`config.mk`:
```
export PLATFORM = sky130hd
export DESIGN_NAME = pipe_hazard_ctrl
export DESIGN_NICKNAME = d
export VERILOG_FILES = /design/src/rtl/pipe_hazard_ctrl.sv
export SDC_FILE = /design/constraint.sdc
export NUM_CORES = 1
export LEC_CHECK = 0
export ABC_AREA = 0
export CELL_PAD_IN_SITES_DETAIL_PLACEMENT = 1
export CELL_PAD_IN_SITES_GLOBAL_PLACEMENT = 2
export CORE_MARGIN = 5
export CORE_UTILIZATION = 29
export DETAILED_ROUTE_END_ITERATION = 6
export HOLD_SLACK_MARGIN = 0.02
export PLACE_DENSITY = 0.77
export SETUP_SLACK_MARGIN = 0.02
export SYNTH_ARGS = -nofsm -noshare
export SYNTH_HDL_FRONTEND = slang
export SYNTH_SLANG_ARGS = --single-unit
```
`constraint.sdc`:
```
create_clock -name clk -period 2.5 [get_ports clk]
set_clock_uncertainty 0.2 [all_clocks]
set_input_delay 0.5 -clock clk [delete_from_list [all_inputs] [get_ports clk]]
set_output_delay 0.5 -clock clk [all_outputs]
set_load 0.01 [all_outputs]
```
`src/rtl/pipe_hazard_ctrl.sv`:
```
// rtl/pipe_hazard_ctrl.sv - pipeline hazard unit: forwarding select, load-use/MDU stall, branch flush.
// Optional stall counter under PIPE_HAZARD_CTRL_PERF_EN.
module pipe_hazard_ctrl #(
    parameter int REG_AW    = 5,
    parameter int FWD_DEPTH = 3,
    parameter int LOAD_LAT  = 1,
    parameter int MDU_CYC   = 4
) (
    input  logic              clk,
    input  logic              rst,
    input  logic              id_valid,
    input  logic [REG_AW-1:0] id_rs,
    input  logic [REG_AW-1:0] id_rt,
    input  logic              id_rs_used,
    input  logic              id_rt_used,
    input  logic              id_wr,
    input  logic [REG_AW-1:0] id_rd,
    input  logic              id_load,
    input  logic              id_mdu,
    input  logic              br_taken,
    output logic              pc_write,
    output logic              if_write,
    output logic              if_flush,
    output logic              id_ex_bubble,
    output logic [2:0]        fwd_a,
    output logic [2:0]        fwd_b,
`ifdef PIPE_HAZARD_CTRL_PERF_EN
    input  logic              perf_clr,
    output logic [15:0]       stall_cnt,
`endif
    output logic              mdu_busy
);

    localparam int CW = $clog2(MDU_CYC);

    // Index 0 holds the youngest in-flight instruction (EX), index FWD_DEPTH-1 the oldest.
    logic [FWD_DEPTH-1:0] sb_valid;
    logic [FWD_DEPTH-1:0] sb_wr;
    logic [FWD_DEPTH-1:0] sb_load;
    logic [REG_AW-1:0]    sb_rd [FWD_DEPTH];

    logic [CW-1:0] mdu_cnt;
    logic          lu_a;
    logic          lu_b;
    logic          load_use;
    logic          mdu_hold;
    logic          stall;
    logic          issue;

    assign mdu_busy = (mdu_cnt != '0);
    assign mdu_hold = mdu_busy & id_valid;
    assign load_use = lu_a | lu_b;
    assign stall    = load_use | mdu_hold;
    assign issue    = id_valid & ~stall;

    assign pc_write     = ~stall;
    assign if_write     = ~stall;
    assign id_ex_bubble = stall;
    assign if_flush     = br_taken & id_valid & ~stall;

    // Walk oldest to youngest so the youngest match overwrites any older one.
    always_comb begin
        fwd_a = '0;
        fwd_b = '0;
        lu_a  = 1'b0;
        lu_b  = 1'b0;
        for (int k = FWD_DEPTH - 1; k >= 0; k--) begin
            if (sb_valid[k] && sb_wr[k] && (sb_rd[k] == id_rs) && (id_rs != '0) && id_rs_used) begin
                fwd_a = 3'(k + 1);
                lu_a  = sb_load[k] && (k < LOAD_LAT);
            end
            if (sb_valid[k] && sb_wr[k] && (sb_rd[k] == id_rt) && (id_rt != '0) && id_rt_used) begin
                fwd_b = 3'(k + 1);
                lu_b  = sb_load[k] && (k < LOAD_LAT);
            end
        end
    end

    always_ff @(posedge clk or negedge rst) begin
        if (!rst) begin
            sb_valid <= '0;
            sb_wr    <= '0;
            sb_load  <= '0;
            for (int k = 0; k < FWD_DEPTH; k++) begin
                sb_rd[k] <= '0;
            end
        end else begin
            for (int k = FWD_DEPTH - 1; k > 0; k--) begin
                sb_valid[k] <= sb_valid[k-1];
                sb_wr[k]    <= sb_wr[k-1];
                sb_load[k]  <= sb_load[k-1];
                sb_rd[k]    <= sb_rd[k-1];
            end
            sb_valid[0] <= issue;
            sb_wr[0]    <= id_wr;
            sb_load[0]  <= id_load;
            sb_rd[0]    <= id_rd;
        end
    end

    // Issue cycle counts as the first cycle of occupancy, so the counter starts at MDU_CYC-1.
    always_ff @(posedge clk or negedge rst) begin
        if (!rst) begin
            mdu_cnt <= '0;
        end else if (issue && id_mdu) begin
            mdu_cnt <= CW'(MDU_CYC - 1);
        end else if (mdu_cnt != '0) begin
            mdu_cnt <= mdu_cnt - CW'(1);
        end
    end

`ifdef PIPE_HAZARD_CTRL_PERF_EN
    always_ff @(posedge clk or negedge rst) begin
        if (!rst) begin
            stall_cnt <= '0;
        end else if (perf_clr) begin
            stall_cnt <= '0;
        end else if (stall && (stall_cnt != 16'hFFFF)) begin
            stall_cnt <= stall_cnt + 16'd1;
        end
    end
`endif

endmodule

```
-- Word level (Yosys, flattened, before mapping)
Cells that the tools add are included.
- bitwise operators: 7
- eq/ne operators: 6
- multiplexer cells: 10
- reduce and logical (&&, ||, !) cells: 26
- add/subtract/negate cells: 1
- operators by type and width (cell ; count):
    equality test 5 bit ; 6
    logical AND 1 bit ; 22
    two-way mux 3 bit ; 4
    nonzero test 5 bit ; 2
    two-way mux 2 bit ; 4
    AND 1 bit ; 4
    nonzero test 2 bit ; 2
    two-way mux 1 bit ; 2
    OR 1 bit ; 2
    subtractor 2 x 1 -> 2 bit, second input constant ; 1
    NOT 1 bit ; 1
- logic and storage cells: 57
- input port bits: 24
- output and inout port bits: 11
- register bits after elaboration: 24

-- Depth between registers and ports, before layout
- depth in word-level cells: 11
- gate-level depth with buffers: 6
- gate-level depth less buffers: 5

-- Worst setup path before layout
Ideal clock, no wire load.
- path kind: input port to output port
- start point: in id_rs[0]
- end point: out pc_write
- stages on the path: 6
- required time: 1.800 ns
- arrival time: 1.980 ns
- path slack: -0.180 ns
- buffers on the path: 1
- cells stage by stage: or4_1 o21ai_2 nor4_2 o21ai_2 a21boi_1 buf_4
- cells in the longest elaborated chain, start to end: 8
- elaborated cells on any way between the ends: 9
- those cells by class: eq/ne (1); mux (1); bitwise (3); reduce/logical (4)
- ends and longest elaborated chain (item ; RTL line ; RTL):
    start, declared ; 12 ; input logic [REG_AW-1:0] id_rs,
    equality test 5 bit ; 68 ; if (sb_valid[k] && sb_wr[k] && (sb_rd[k] == id_rs) && (id_rs != '0) && id_rs_used) begin
    logical AND 1 bit ; 68 ;
    logical AND 1 bit (*) (2 in series) ; 68 ;
    two-way mux 1 bit (*) ; 68 ;
    OR 1 bit (*) ; 52 ; assign load_use = lu_a | lu_b;
    OR 1 bit (*) ; 53 ; assign stall = load_use | mdu_hold;
    NOT 1 bit (*) ; n/a ;
    end, declared ; 21 ; output logic pc_write,
Mark *: on every way between the ends. The rest lies on a longest branch, timed or not.

-- Final worst setup path
- start point: reg sb_rd[14] (netlist name)
- end point: out if_flush
- cells in the longest elaborated chain, start to end: 9
- elaborated cells on any way between the ends: 14
- those cells by class: eq/ne (2); mux (2); bitwise (4); reduce/logical (6)
- ends and longest elaborated chain (item ; RTL line ; RTL):
    start, declared ; 40 ; logic [REG_AW-1:0] sb_rd [FWD_DEPTH];
    start signal, assigned by index ; 92 ; sb_rd[k] <= sb_rd[k-1];
    equality test 5 bit (on tied branches) ; 68, 72 ;
    logical AND 1 bit (on tied branches) (3 in series) ; 68, 72 ;
    two-way mux 1 bit (on tied branches) ; 68, 72 ;
    OR 1 bit (*) ; 52 ;
    OR 1 bit (*) ; 53 ;
    NOT 1 bit (*) ; 59 ; assign if_flush = br_taken & id_valid & ~stall;
    AND 1 bit (*) ; 59 ;
    end, declared ; 23 ; output logic if_flush,
Marks and branches as above.

==> results.rst <==
.. list-table::
   :header-rows: 1

   * - Metric
     - Value
   * - Crit Reg-Reg Startpoint
     - sb_rd[14]$_DFF_PN0_
   * - Post-route ant nets
     - 0
   * - Total number of vias
     - 1004
   * - Total number of H-tree levels
     - 1
   * - Total instance count after detailed placement
     - 208
   * - Depth of the worst hold-timing path
     - 0
   * - Number of cell instances on the worst register-to-register path
     - 7
   * - Number of rows in the core area
     - 23
   * - Via count of the first global-routing pass
     - between 1000 and 1500
   * - RSZ-0062 raised after global routing
     - yes
   * - Area growth from synthesis to layout
     - 71.8%
   * - Pwr Density
     - ~560 nW/um^2
   * - Max Root-Sink Buffers
     - 2
   * - Wirelength per Cell
     - approximately 17 um
   * - Post-route minimum period
     - 2700 ps
   * - Die Footprint
     - roughly 5400 sq um
   * - Critical path peak fanout
     - 3
   * - Worst-Skew Late Latency
     - approximately 260 ps
   * - Estimated wirelength of the detail-placed design
     - approximately 2700 um
   * - Setup TNS
     - -872 ps
   * - Clk sink count
     - 24
   * - Number of cells produced by synthesis
     - between 100 and 150
   * - Post-route cell area
     - between 2000 and 2500 sq um
   * - Reg-to-reg slack, setup
     - 420 ps
   * - Number of DRC violations after detailed-routing iteration 0
     - 25
   * - Arrival time of the worst setup path
     - 2000 ps
   * - Hold-critical path endpoint
     - sb_wr[2]$_DFF_PN0_
   * - Total iterations of the first detailed-routing run
     - 4
   * - Failing checks
     - setup timing
   * - Most common cell after layout, fill and taps aside
     - sky130_fd_sc_hd__buf_4
   * - Detailed-route vias per instance
     - 4.63
   * - Number of pins with negative max-slew slack in the final report
     - 0
   * - Area contributors post-synth
     - sky130_fd_sc_hd__dfrtp_1 (51%), sky130_fd_sc_hd__xnor2_1 (19%), sky130_fd_sc_hd__xor2_1 (4.5%), sky130_fd_sc_hd__nand4_1 (3.2%), sky130_fd_sc_hd__or4_1 (2.6%)
   * - Post-Route Utilization
     - 0.507
   * - Final total power
     - roughly 1.1 mW
   * - Antenna Cells
     - 0
   * - Post-synth cell types
     - 26
   * - Netlist area before placement
     - ~1200 sq um
   * - Count of yosys warnings during synthesis
     - 0
   * - Final setup violating endpoints
     - 7
   * - Final Non-Filler Cells
     - between 200 and 250
   * - Global-route wire length before repair
     - 5950 um
   * - Max-cap viol count
     - 0
   * - Sequential fraction of the synthesis area
     - 0.512
   * - DRC Markers
     - 0
   * - Hold Worst Slack
     - between 150 and 200 ps
   * - Maximum clock frequency
     - around 0.37 GHz
   * - Pin count of the biggest net entering global routing
     - 25
   * - Leading cell types in the layout, fill and taps excluded
     - sky130_fd_sc_hd__buf_4 (23), sky130_fd_sc_hd__dfrtp_1 (21), sky130_fd_sc_hd__buf_6 (18)
   * - Capturing point of the worst reg2reg path
     - mdu_cnt[0]$_DFFE_PN0P_
   * - Initial standard-cell utilization of the core
     - 0.295
   * - GRT Util Overall
     - 0.146
   * - Number of antenna violations at the first check in global routing
     - 0
   * - Final Hold Vio Count
     - 0
   * - Post-CTS clock slew at the launch and capture registers of the worst setup and hold paths
     - about 80 ps
   * - Vert. Die Dim
     - between 70 and 80 um
   * - Number of enable-type register cells in the synthesized netlist
     - 0
   * - Share of final-layout standard cells stronger than drive strength 1
     - 0.509
   * - Result of the run
     - finished, violations left
   * - Final RePlAce weighted congestion
     - approximately 0.84
   * - CTS tree
     - built
   * - Root cell of the clock tree
     - sky130_fd_sc_hd__clkbuf_8
   * - Most used DFF post-synth
     - sky130_fd_sc_hd__dfrtp_1
   * - Clock buffer count from CTS
     - 3
   * - Largest voltage drop on the vdd net
     - approximately 0.00028 V
   * - Leak Pwr
     - 0.925 nW
   * - # port buffers
     - 32
   * - Startpoint type of the worst setup path
     - flip-flop
   * - Setup slack after layout
     - -203 ps
   * - Horiz. Die Dim
     - approximately 74 um
   * - Critical Path End Type
     - output port
   * - Biggest area consumer among synthesized cells
     - sky130_fd_sc_hd__dfrtp_1
   * - Final clock period utilization by the worst path
     - 1.08
   * - Share of synthesized flip-flops with an asynchronous set or reset
     - 1.00
   * - Seq cells post-synth
     - 24
   * - Post-placement cell area
     - 1750 sq um
   * - Start point of the worst hold path
     - sb_wr[1]$_DFF_PN0_
   * - Worst slack at placement
     - -929 ps
   * - Required time of the critical path
     - 1800 ps
   * - Leftover overflow at the end of global routing
     - 0
   * - Kind of critical path
     - reg -> out
   * - Routed wire length
     - roughly 3700 um
   * - Path category of the worst min-delay check
     - reg -> reg
   * - Average instance area after synthesis
     - 11.4 sq um
   * - Count of pins on the block boundary
     - 35
   * - Fraction of synthesized cell area taken by the top area cell type
     - 0.512
   * - Net total in the final layout
     - 194
   * - Area inside the core boundary
     - slightly below 4000 sq um
[Yosys cell counts (2+ instances only)]
library cell / n
sky130_fd_sc_hd__nor4_1: 3
sky130_fd_sc_hd__nand2_1: 4
sky130_fd_sc_hd__a21oi_1: 3
sky130_fd_sc_hd__xor2_1: 6
sky130_fd_sc_hd__nand2b_1: 2
sky130_fd_sc_hd__dfrtp_1: 24
sky130_fd_sc_hd__buf_4: 3
sky130_fd_sc_hd__nand4_1: 6
sky130_fd_sc_hd__o21ai_2: 2
sky130_fd_sc_hd__xnor2_1: 25
sky130_fd_sc_hd__or4_1: 4
sky130_fd_sc_hd__inv_1: 5
sky130_fd_sc_hd__nor2_1: 3
[critical path, cell delays in order (launching register included)]
cell and delay, ps:
sky130_fd_sc_hd__dfrtp_2 450, sky130_fd_sc_hd__xnor2_2 180, sky130_fd_sc_hd__nand4_1 180, sky130_fd_sc_hd__nor4_4 360
sky130_fd_sc_hd__o21ai_2 100, sky130_fd_sc_hd__buf_4 140, sky130_fd_sc_hd__and4_1 180, sky130_fd_sc_hd__buf_2 140
[where the power goes]
part / switching [mW] / internal (mW)
Clock: 0.120 / 0.108
Sequential: 0.0350 / 0.436
Combinational: 0.197 / 0.229
Total: 0.353 / 0.773
[metal layers]
metal	GRT usage	vias up	wire, um
met1	0.174	498	1460
met2	0.272	21	2060
li1	-	479	-
met4	0.0563	0	65
met3	0.00821	6	111
met5	0	-	0
[area by class of cell]
cell class	instances	area, sq um
inverters	5	18.8
multi-input cells	71	729
well taps	50	62.6
repair buffers	64	558
clock buffers	3	41.3
fillers	424	1960
flip-flops and latches	24	604
[how the worst max path moves through the flow]
| stage | start | to | slack, ps | depth (start not counted) |
|---|---|---|---|---|
| after floorplan | id_rt[0] | pc_write | -50 | 6 |
| after global placement | id_rt[0] | if_write | -870 | 7 |
| after detailed placement | id_rt[3] | pc_write | -930 | 7 |
| after CTS | id_rs[3] | fwd_a[0] | -240 | 8 |
| after global routing | sb_rd[14]$_DFF_PN0_ | if_flush | -310 | 7 |
| final | sb_rd[14]$_DFF_PN0_ | if_flush | -200 | 7 |
[logic make-up after synthesis]
logic type,count (synthesis),synth area share
buffers and inverters,9,0.0384
xor gates and xnor gates,31,0.232
DFF,24,0.512
adders and majority gates,1,0.0107
muxes,1,0.00854
AOI/OAI and AO/OA,11,0.0640
other,1,0.00320
and+or+nand+nor,25,0.131
[flip-flops by register name (all words and copies together), names as in the netlist]
register,cells
mdu_cnt,2
sb_wr,3
sb_load,1
sb_rd,15
sb_valid,3
[what timing repair did]
| action | CTS | global route |
|---|---|---|
| buffers inserted | 7 | 2 |
| endpoints found under the setup margin | 8 | 8 |
| resized for setup | 103 | 20 |
| pin swaps | 21 | 7 |
| endpoints found under the hold margin | 0 | 0 |
| hold buffers | 0 | 0 |
Note: power is estimated with default switching activity, not from simulation.
